<file path="config.mk">
export PLATFORM = sky130hd
export DESIGN_NAME = lcd_frame_capture
export DESIGN_NICKNAME = d
export VERILOG_FILES = /design/src/rtl/dmg_pkg.sv /design/src/rtl/lcd_frame_capture_packer.sv /design/src/rtl/lcd_frame_capture.sv
export SDC_FILE = /design/constraint.sdc
export NUM_CORES = 1
export LEC_CHECK = 0
export CORE_MARGIN = 2
export CORE_UTILIZATION = 56
export DETAILED_ROUTE_END_ITERATION = 10
export PLACE_DENSITY = 0.78
export SYNTH_ARGS = -nofsm -noshare
export SYNTH_HDL_FRONTEND = slang
export SYNTH_SLANG_ARGS = --single-unit
</file>
<file path="constraint.sdc">
create_clock -name clk -period 5.2 [get_ports clk]
set_input_delay 1.04 -clock clk [delete_from_list [all_inputs] [get_ports clk]]
set_output_delay 1.04 -clock clk [all_outputs]
set_load 0.01 [all_outputs]
</file>
<file path="src/rtl/dmg_pkg.sv">
// Shared LCD geometry and capture-state encoding for the DMG display path.
package dmg_pkg;

    localparam int LCD_W = 160;
    localparam int LCD_H = 144;

    typedef enum logic [1:0] {
        WAIT_VSYNC = 2'd0,
        ACTIVE     = 2'd1,
        FLUSH      = 2'd2
    } cap_state_t;

endpackage

</file>
<file path="src/rtl/lcd_frame_capture_packer.sv">
// Packs 2bpp pixels four to a byte, first pixel in the top bits; a flush emits
// a partial group padded with zero shades.
module lcd_pixel_packer
    import dmg_pkg::*;
(
    input  logic       clk,
    input  logic       rst,
    input  logic       clear,
    input  logic       pix_valid,
    input  logic [1:0] pix_color,
    input  logic       flush,
    output logic       byte_valid,
    output logic [7:0] byte_data
);

    logic [7:0] pack;
    logic [7:0] pack_n;
    logic [1:0] cnt;
    logic [1:0] cnt_n;
    logic [1:0] pad_n;
    logic [3:0] pad_sh;
    logic       full;

    always_comb begin
        pack_n = pix_valid ? {pack[5:0], pix_color} : pack;
        cnt_n  = cnt + {1'b0, pix_valid};
        full   = pix_valid && (cnt == 2'd3);
        // number of empty slots left in the group, scaled to bits
        pad_n  = 2'd0 - cnt_n;
        pad_sh = {1'b0, pad_n, 1'b0};
    end

    always_ff @(posedge clk or negedge rst) begin
        if (!rst) begin
            pack       <= 8'd0;
            cnt        <= 2'd0;
            byte_valid <= 1'b0;
            byte_data  <= 8'd0;
        end else begin
            byte_valid <= 1'b0;
            pack       <= pack_n;
            cnt        <= cnt_n;
            if (full) begin
                byte_valid <= 1'b1;
                byte_data  <= pack_n;
            end else if (flush && (cnt_n != 2'd0)) begin
                byte_valid <= 1'b1;
                byte_data  <= pack_n << pad_sh;
                cnt        <= 2'd0;
                pack       <= 8'd0;
            end
            if (clear) begin
                cnt  <= 2'd0;
                pack <= 8'd0;
            end
        end
    end

endmodule

</file>
<file path="src/rtl/lcd_frame_capture.sv">
// Captures the DMG LCD pixel stream into a double-buffered packed framebuffer,
// swapping banks only when a whole frame has landed in the back bank.
//
// state      | meaning
// WAIT_VSYNC | idle between frames, pixels and hsync ignored
// ACTIVE     | accepting pixels of the current line
// FLUSH      | partial byte being written, line end applied on exit
module lcd_frame_capture
    import dmg_pkg::*;
#(
    parameter int H_PIXELS = LCD_W,
    parameter int V_LINES  = LCD_H,
    parameter int ADDR_W   = 14
) (
    input  logic              clk,
    input  logic              rst,
    input  logic              lcd_vsync,
    input  logic              lcd_hsync,
    input  logic              lcd_pixel,
    input  logic [1:0]        lcd_color,
    input  logic              err_clr,
    output logic              fb_we,
    output logic [ADDR_W-1:0] fb_addr,
    output logic [7:0]        fb_wdata,
    output logic              front_bank,
    output logic              frame_done,
    output logic [7:0]        frame_count,
    output logic              err_long_line,
    output logic              err_short_line,
    output logic              err_short_frame
);

    localparam int             BW         = ADDR_W - 1;
    localparam logic [7:0]     H_END      = 8'(H_PIXELS);
    localparam logic [7:0]     V_END      = 8'(V_LINES);
    localparam logic [BW-1:0]  LINE_BYTES = BW'(H_PIXELS / 4);

    cap_state_t    state;
    logic          vs_q, vs_prev, hs_q, hs_prev;
    logic [7:0]    x, y;
    logic [BW-1:0] line_base;
    logic          back;

    logic          vs_edge, hs_edge, hs_act;
    logic          pix_accept, pix_long, do_flush, line_end, frame_end, wr_now;
    logic [7:0]    x_after, y_inc;
    logic [BW-1:0] wr_addr;

    always_comb begin
        vs_edge    = vs_q & ~vs_prev;
        hs_edge    = hs_q & ~hs_prev;
        pix_accept = (state == ACTIVE) && lcd_pixel && (x < H_END);
        pix_long   = (state == ACTIVE) && lcd_pixel && (x == H_END);
        x_after    = x + {7'd0, pix_accept};
        hs_act     = (state == ACTIVE) && hs_edge;
        do_flush   = hs_act && (x_after[1:0] != 2'd0);
        line_end   = (hs_act && !do_flush) || (state == FLUSH);
        y_inc      = y + 8'd1;
        frame_end  = line_end && (y_inc == V_END);
        wr_now     = (pix_accept && (x[1:0] == 2'd3)) || do_flush;
        wr_addr    = line_base + BW'(x[7:2]);
    end

    always_ff @(posedge clk or negedge rst) begin
        if (!rst) begin
            state           <= WAIT_VSYNC;
            vs_q            <= 1'b1;
            vs_prev         <= 1'b1;
            hs_q            <= 1'b1;
            hs_prev         <= 1'b1;
            x               <= 8'd0;
            y               <= 8'd0;
            line_base       <= '0;
            back            <= 1'b0;
            fb_addr         <= '0;
            front_bank      <= 1'b0;
            frame_done      <= 1'b0;
            frame_count     <= 8'd0;
            err_long_line   <= 1'b0;
            err_short_line  <= 1'b0;
            err_short_frame <= 1'b0;
        end else begin
            vs_q       <= lcd_vsync;
            vs_prev    <= vs_q;
            hs_q       <= lcd_hsync;
            hs_prev    <= hs_q;
            frame_done <= 1'b0;

            if (err_clr) begin
                err_long_line   <= 1'b0;
                err_short_line  <= 1'b0;
                err_short_frame <= 1'b0;
            end
            if (pix_long)
                err_long_line <= 1'b1;
            if (hs_act && (x_after != H_END))
                err_short_line <= 1'b1;

            if (wr_now)
                fb_addr <= {back, wr_addr};

            if (state == ACTIVE)
                x <= x_after;
            if (do_flush)
                state <= FLUSH;

            if (line_end) begin
                x         <= 8'd0;
                y         <= y_inc;
                line_base <= line_base + LINE_BYTES;
                state     <= ACTIVE;
                if (frame_end) begin
                    front_bank  <= back;
                    frame_done  <= 1'b1;
                    frame_count <= frame_count + 8'd1;
                    state       <= WAIT_VSYNC;
                end
            end

            // a vsync landing on the last line end starts the next frame straight away
            if (vs_edge) begin
                x         <= 8'd0;
                y         <= 8'd0;
                line_base <= '0;
                state     <= ACTIVE;
                if (state == WAIT_VSYNC)
                    back <= ~front_bank;
                else if (frame_end)
                    back <= ~back;
                else
                    err_short_frame <= 1'b1;
            end
        end
    end

    lcd_pixel_packer u_packer (
        .clk        (clk),
        .rst        (rst),
        .clear      (vs_edge),
        .pix_valid  (pix_accept),
        .pix_color  (lcd_color),
        .flush      (do_flush),
        .byte_valid (fb_we),
        .byte_data  (fb_wdata)
    );

endmodule

</file>
==> metrics.cfg, run 1 <==
[outcome]
status = complete, no violations

[cts]
htreeDepth = 3
clock-sinks = 79
clockBufferDepth = 2
clk_latency_ns = 0.35
cts.clk_slew.worst_paths_ns = 0.08
cts_made_buffers = 9
post-cts-setup-buffers = 0
cts_tree = done
cts_root_buf = clkbuf_8
cts_resized = 0
ctsHoldBuffers = 0

[placement]
place_congestion = 0.9397
dpl_cell_area_sq_mm = 0.004453
port_buffers = 43
place.detailed.hpwl_um = 5281
placed_cells = 509
pre_cts_slack_ns = 0.4500

[power_and_ir_drop]
p_seq_share_pct = 39.6
power.switching_w = 0.0007640
p_per_area_mw_per_mm2 = 464.0
p_leak_nw = 2.093
sw_frac_of_total_pct = 35.15
p_total_w = 0.002174
p_int_w = 0.001410
combPwrFrac_pct = 36.3
clkPwrFrac_pct = 24.1
ir_drop_v = 0.0003073

[final_layout]
fillers = 577
multi_input_area_sq_mm = 0.001871
fin_nets = 443
regArea_sq_mm = 0.001982
drive_above_1_share_pct = 9.324
post-route-cell-area_sq_mm = 0.004684
finalNonFillerCells = 525
diodes = 0
area_growth_pct = 18.26

[routing]
wl_per_cell_um = 15.07
firstDrtPassIters = 4
first_iter_violations = 145
via_per_inst = 5.590
drc = 0
wirelength_um = 7912
vias = 2935
ant_nets = 0

[critical_path]
cp_max_fo = 12
required_ns = 5.44
cp.arrival_ns = 4.66
cp_top_family = simple AND/OR/NAND/NOR gates
crit_buf_inv = 3
critPathKind = input port to flop
cp_cell_sequence = clkdlybuf4s50_1, nand3b_1, or2_2, inv_1, ha_1, inv_1, ha_1, or4_4, a311o_1, or4_1, o211a_1
crit_path_start_kind = input port
slowest_delay_ns = 0.60
end_kind = flop
slowest_stage = or4_4

[global_routing]
antenna_found_initial = 0
grtUsageTotal_pct = 22.42
grt_overflow = 0
grt_start_max_net_pins = 80
grt_pass1_wl_um = 13430
grt_pass1_vias = 2845

[timing]
max_freq_mhz = 226.6
finalSetupViolations = 0
slew_violations = 0
tns_ns = 0
setup_ws_ns = 0.7870
post-route-period-util_pct = 84.87
rsz0062_at_grt = no
final.setup_skew_ns = 0.008385
tightest_slew_ns = 0.9433
hold_violations = 0
relSlewSlack_pct = 37.11
fin_crit_ns = 4.413

[floorplanning]
die_w_um = 88.11
die_h_um = 88.11
start_util_pct = 57.99
rows = 30
fp.dieArea_sq_mm = 0.007762
io_pins = 44
core_area_sq_mm = 0.006832

[worst_hold_path]
hp-class = flop to flop

[synth]
synth_nets = 405
yosysTopAreaCell = dfrtp_1
synthFlopType = dfrtp_1
ys_seq_area_share_pct = 50.03
syn_inst = 386
yosys-top-cells-area = dfrtp_1, xor2_1, nor2_1, xnor2_1, ha_1
post-synth-top-area-fraction_pct = 47.38
synth-edff-count = 0
syn_area_per_cell_sq_um = 10.26
ys_warn_count = 0
synth_cell_types = 56
yosys-top-cells-count = dfrtp_1, nor2_1, nand2_1
async_flop_share_pct = 100.0
post-synth-top-count-cell = dfrtp_1
syn_area_sq_mm = 0.003961
synth-seq-cells = 79

[run]
cap_viol_max_count = 0

-- layout by cell type, fill, tap and decap left out, types with 2 or more instances in the layout --
master and count:
a211oi_1 3, a21o_1 2, a21oi_1 18, a2bb2o_1 2, a311o_1 2, a31oi_1 4, and2_1 3, and3_1 8
and4_1 2, buf_4 5, bufinv_16 2, clkbuf_8 11, clkdlybuf4s50_1 42, dfrtp_1 75, dfstp_2 4, ha_1 11
inv_1 6, mux2_2 8, mux2i_1 8, nand2_1 27, nand2b_1 5, nand3_1 9, nand3b_1 5, nand4_1 12
nor2_1 50, nor2b_1 6, nor3_1 4, nor3b_1 2, nor4_1 3, o21ai_0 12, o221a_2 3, o22ai_1 3
o2bb2ai_1 2, o31ai_1 3, or3_1 3, or4_1 2, xnor2_1 18, xor2_1 23
-- worst paths after layout --
kind                                              end  slack, ns       from  cells past startpoint
worst max-delay path            u_packer.byte_data[6]       0.79  lcd_pixel                     11
worst min-delay path                          vs_prev       0.37       vs_q                      0
worst max register to register  u_packer.byte_data[6]       1.39   state[1]                     10
worst min register to register                vs_prev       0.37       vs_q                      0
max in group asynchronous             err_short_frame       3.75        rst                      1
min in group asynchronous                        x[5]       0.83        rst                      1
-- per-layer routing --
metal	routed length, um	up-vias	track usage, %
li1	-	1441	-
met1	3680	1391	30.55
met2	3680	93	35.33
met3	381	10	4.807
met4	169	0	8.815
met5	0	-	0
-- flip-flops by register name, indices dropped and copies added (netlist names) --
name,count
back,1
err_long_line,1
err_short_frame,1
err_short_line,1
fb_addr,14
frame_count,8
frame_done,1
front_bank,1
hs_prev,1
hs_q,1
line_base,10
state,2
u_packer.byte_data,8
u_packer.byte_valid,1
u_packer.cnt,2
u_packer.pack,8
vs_prev,1
vs_q,1
x,8
y,8
-- power groups by stage --
stage	Combinational, W	Sequential (W)	Clock (W)
6_report	0.000790	0.000860	0.000524
5_1_grt	0.000880	0.000880	0.000560
4_1_cts	0.000788	0.000860	0.000534
3_5_place_dp	0.000779	0.000872	0
3_3_place_gp	0.000766	0.000866	0
2_1_floorplan	0.000500	0.000875	0
-- worst reg2reg max path, cell delays in order (launching register included) --
cell	delay, ns
dfrtp_1	0.45
nand3b_1	0.30
or2_2	0.41
inv_1	0.37
ha_1	0.29
inv_1	0.10
ha_1	0.21
or4_4	0.60
a311o_1	0.34
or4_1	0.51
o211a_1	0.14
-- per-stage QoR --
| stage | hold slack [ns] | util (%) |
|---|---|---|
| final | 0.3707 | 68.57 |
| after global placement | 0.3619 | 65.18 |
| after CTS | 0.3776 | 68.57 |
| after floorplan | 0.3585 | - |
| after detailed placement | 0.3684 | 65.18 |
| after global routing | 0.3856 | 68.57 |
-- area by class of cell --
cell class,count,share of cell area [%]
multi-input combinational,281,39.93
timing repair buffer,47,9.776
inverter,6,0.4808
clock inverter,4,1.629
tap,96,2.564
sequential,79,42.31
clock buffer,12,3.312
-- logic make-up after synthesis --
kind of cell,synth area share (%)
DFF,50.03
buffers and inverters,2.937
muxes,4.296
AOI/OAI and AO/OA,11.72
adders and majority gates,3.474
and+or+nand+nor,18.48
xor gates and xnor gates,9.065
No activity file was read; power rests on OpenSTA's default activity.
==> inputs of run 2 (changes only) <==
Clock period 5.2 ns to 4.5 ns, I/O delays scaled along.
==> run 2 against run 1 <==
Sequential power is 16% higher. Clock skew rose by 0.0021 ns. Via count is 1.6% higher. Global-route usage rose by 0.40 points. Count of clock-buffer cells in the layout grew 1. Utilization grew 0.48 points. Clock power up 12%. First-iteration DRC count up 3.4%. Flip-flop and latch count stayed put. Worst setup slack lost 0.33 ns. Cell area is 0.69% higher. Critical endpoint unchanged.
==> metrics.cfg, run 2 (synthesis gave the netlist of run 1 again) <==
[cts]
clk_latency_ns = 0.34  ; was 0.35 ns
cts_tree = done  ; unchanged
clock-sinks = 79  ; unchanged
cts_made_buffers = 9  ; unchanged
htreeDepth = 3  ; unchanged
cts.clk_slew.worst_paths_ns = 0.08  ; about the same
ctsHoldBuffers = 0  ; unchanged
post-cts-setup-buffers = 0  ; unchanged
clockBufferDepth = 2  ; unchanged
cts_resized = 0  ; unchanged
cts_root_buf = clkbuf_8  ; unchanged

[placement]
place.detailed.hpwl_um = 5345  ; was 5281 um
place_congestion = 0.9337  ; was 0.9397
port_buffers = 43  ; unchanged

[final_layout]
largest_reg_flops = 14  ; unchanged
largest-register = fb_addr  ; unchanged
fin_nets = 448  ; was 443
diodes = 0  ; unchanged
fin_util_pct = 69.05  ; was 68.57%
drive_above_1_share_pct = 10.14  ; was 9.324%
area_growth_pct = 19.08  ; was 18.26%
final_common_cell = dfrtp_1  ; unchanged
layout_common_cells = dfrtp_1, nor2_1, clkdlybuf4s50_1  ; unchanged
largestRegisters = fb_addr: 14 flops, line_base: 10 flops  ; unchanged

[power_and_ir_drop]
clkPwrFrac_pct = 23.2  ; was 24.1%
sw_frac_of_total_pct = 34.83  ; was 35.15%
power.switching_w = 0.0008825  ; was 0.0007640 W
p_leak_nw = 2.115  ; was 2.093 nW
p_int_w = 0.001651  ; was 0.001410 W
p_seq_share_pct = 39.2  ; was 39.6%
combPwrFrac_pct = 37.5  ; was 36.3%
ir_drop_v = 0.0003452  ; was 0.0003073 V
p_per_area_mw_per_mm2 = 537.1  ; was 464.0 mW/mm^2

[routing]
first_iter_violations = 150  ; was 145
wl_per_cell_um = 14.96  ; was 15.07 um
vias = 2983  ; was 2935
ant_nets = 0  ; unchanged
wirelength_um = 7930  ; was 7912 um
firstDrtPassIters = 4  ; unchanged
via_per_inst = 5.628  ; was 5.590
drc = 0  ; unchanged

[global_routing]
grt_start_max_net_pins = 80  ; unchanged
grtUsageTotal_pct = 22.82  ; was 22.42%
antenna_found_initial = 0  ; unchanged
grt_pass1_vias = 2945  ; was 2845
grt_overflow = 0  ; unchanged
grt_pass1_wl_um = 13710  ; was 13430 um

[timing]
post-route-period-util_pct = 89.82
rsz0062_at_grt = no  ; unchanged
finalSetupViolations = 0  ; unchanged
slew_violations = 0  ; unchanged
hold_violations = 0  ; unchanged
fin_crit_ns = 4.042
tightest_slew_ns = 0.9676  ; was 0.9433 ns
relSlewSlack_pct = 35.49  ; was 37.11%
final.setup_skew_ns = 0.01053  ; was 0.008385 ns
max_freq_mhz = 247.4
tns_ns = 0  ; unchanged

[run]
cap_viol_max_count = 0  ; unchanged

[floorplanning]
io_pins = 44  ; unchanged
rows = 30  ; unchanged
start_util_pct = 57.99  ; unchanged
core_area_sq_mm = 0.006832  ; unchanged
fp.dieArea_sq_mm = 0.007762  ; unchanged
die_h_um = 88.11  ; unchanged
die_w_um = 88.11  ; unchanged

[critical_path]
critPathKind = input port to flop  ; unchanged
crit_path_start_kind = input port  ; unchanged
reg2reg_from = state[1]  ; unchanged
crit_path_start = lcd_pixel  ; unchanged
required_ns = 4.73  ; was 5.44 ns
end_kind = flop  ; unchanged
cp_max_fo = 8  ; was 12
cp.arrival_ns = 4.27  ; was 4.66 ns

[outcome]
status = complete, no violations  ; unchanged

[worst_hold_path]
min_from = vs_q  ; unchanged
hp-class = flop to flop  ; unchanged

-- run 2: worst paths after layout --
check	cells past startpoint	endpoint	slack [ns]
setup / recovery	11	u_packer.byte_data[6]	0.46
hold / removal	0	vs_prev	0.38
setup reg to reg	10	u_packer.byte_data[6]	0.92
hold reg to reg	0	vs_prev	0.38
max in group asynchronous	1	u_packer.pack[1]	3.17
min in group asynchronous	1	fb_addr[0]	0.71
-- run 2: critical path, stage by stage --
cell             delay (ns)
clkdlybuf4s50_1        0.47
nand3b_1               0.16
or2_2                  0.40
inv_1                  0.16
ha_1                   0.25
inv_1                  0.11
ha_1                   0.22
or4_4                  0.60
a311o_1                0.34
or4_1                  0.51
o211a_1                0.15
-- run 2: metrics by stage --
stage	cells	worst slack, ns	cell area (sq um)	total power (W)	hold slack [ns]
floorplan	386	0.5285	3961	0.001589	0.3585
global placement	514	0.2482	4491	0.001921	0.3625
detailed placement	514	0.1533	4491	0.001944	0.3681
CTS	530	0.5009	4717	0.002544	0.3790
global route	530	0.2594	4717	0.002711	0.3829
finish	530	0.4582	4717	0.002534	0.3784
-- run 2: per-layer routing --
layer	vias up	share of wire, %	GRT usage (%)
met3	10	3.6	5.090
met2	61	47	35.06
li1	1458	-	-
met4	0	1.7	9.917
met5	-	0	0
met1	1454	48	31.35
-- run 2: power groups by stage --
stage               Combinational [W]  Sequential, W  Clock (W)
detailed placement           0.000937        0.00101          0
global route                  0.00107        0.00102   0.000630
floorplan                    0.000578        0.00101          0
CTS                          0.000951       0.000993   0.000599
global placement             0.000919        0.00100          0
finish                       0.000951       0.000994   0.000588
-- run 2: final cells by class --
class | instances | area (sq um)
repair buffers | 52 | 495.5
multi-input cells | 281 | 1871
flip-flops and latches | 79 | 1982
well taps | 96 | 120.1
inverters | 6 | 22.52
clock inverters | 3 | 67.56
fillers | 559 | 2115
clock buffers | 13 | 158.9
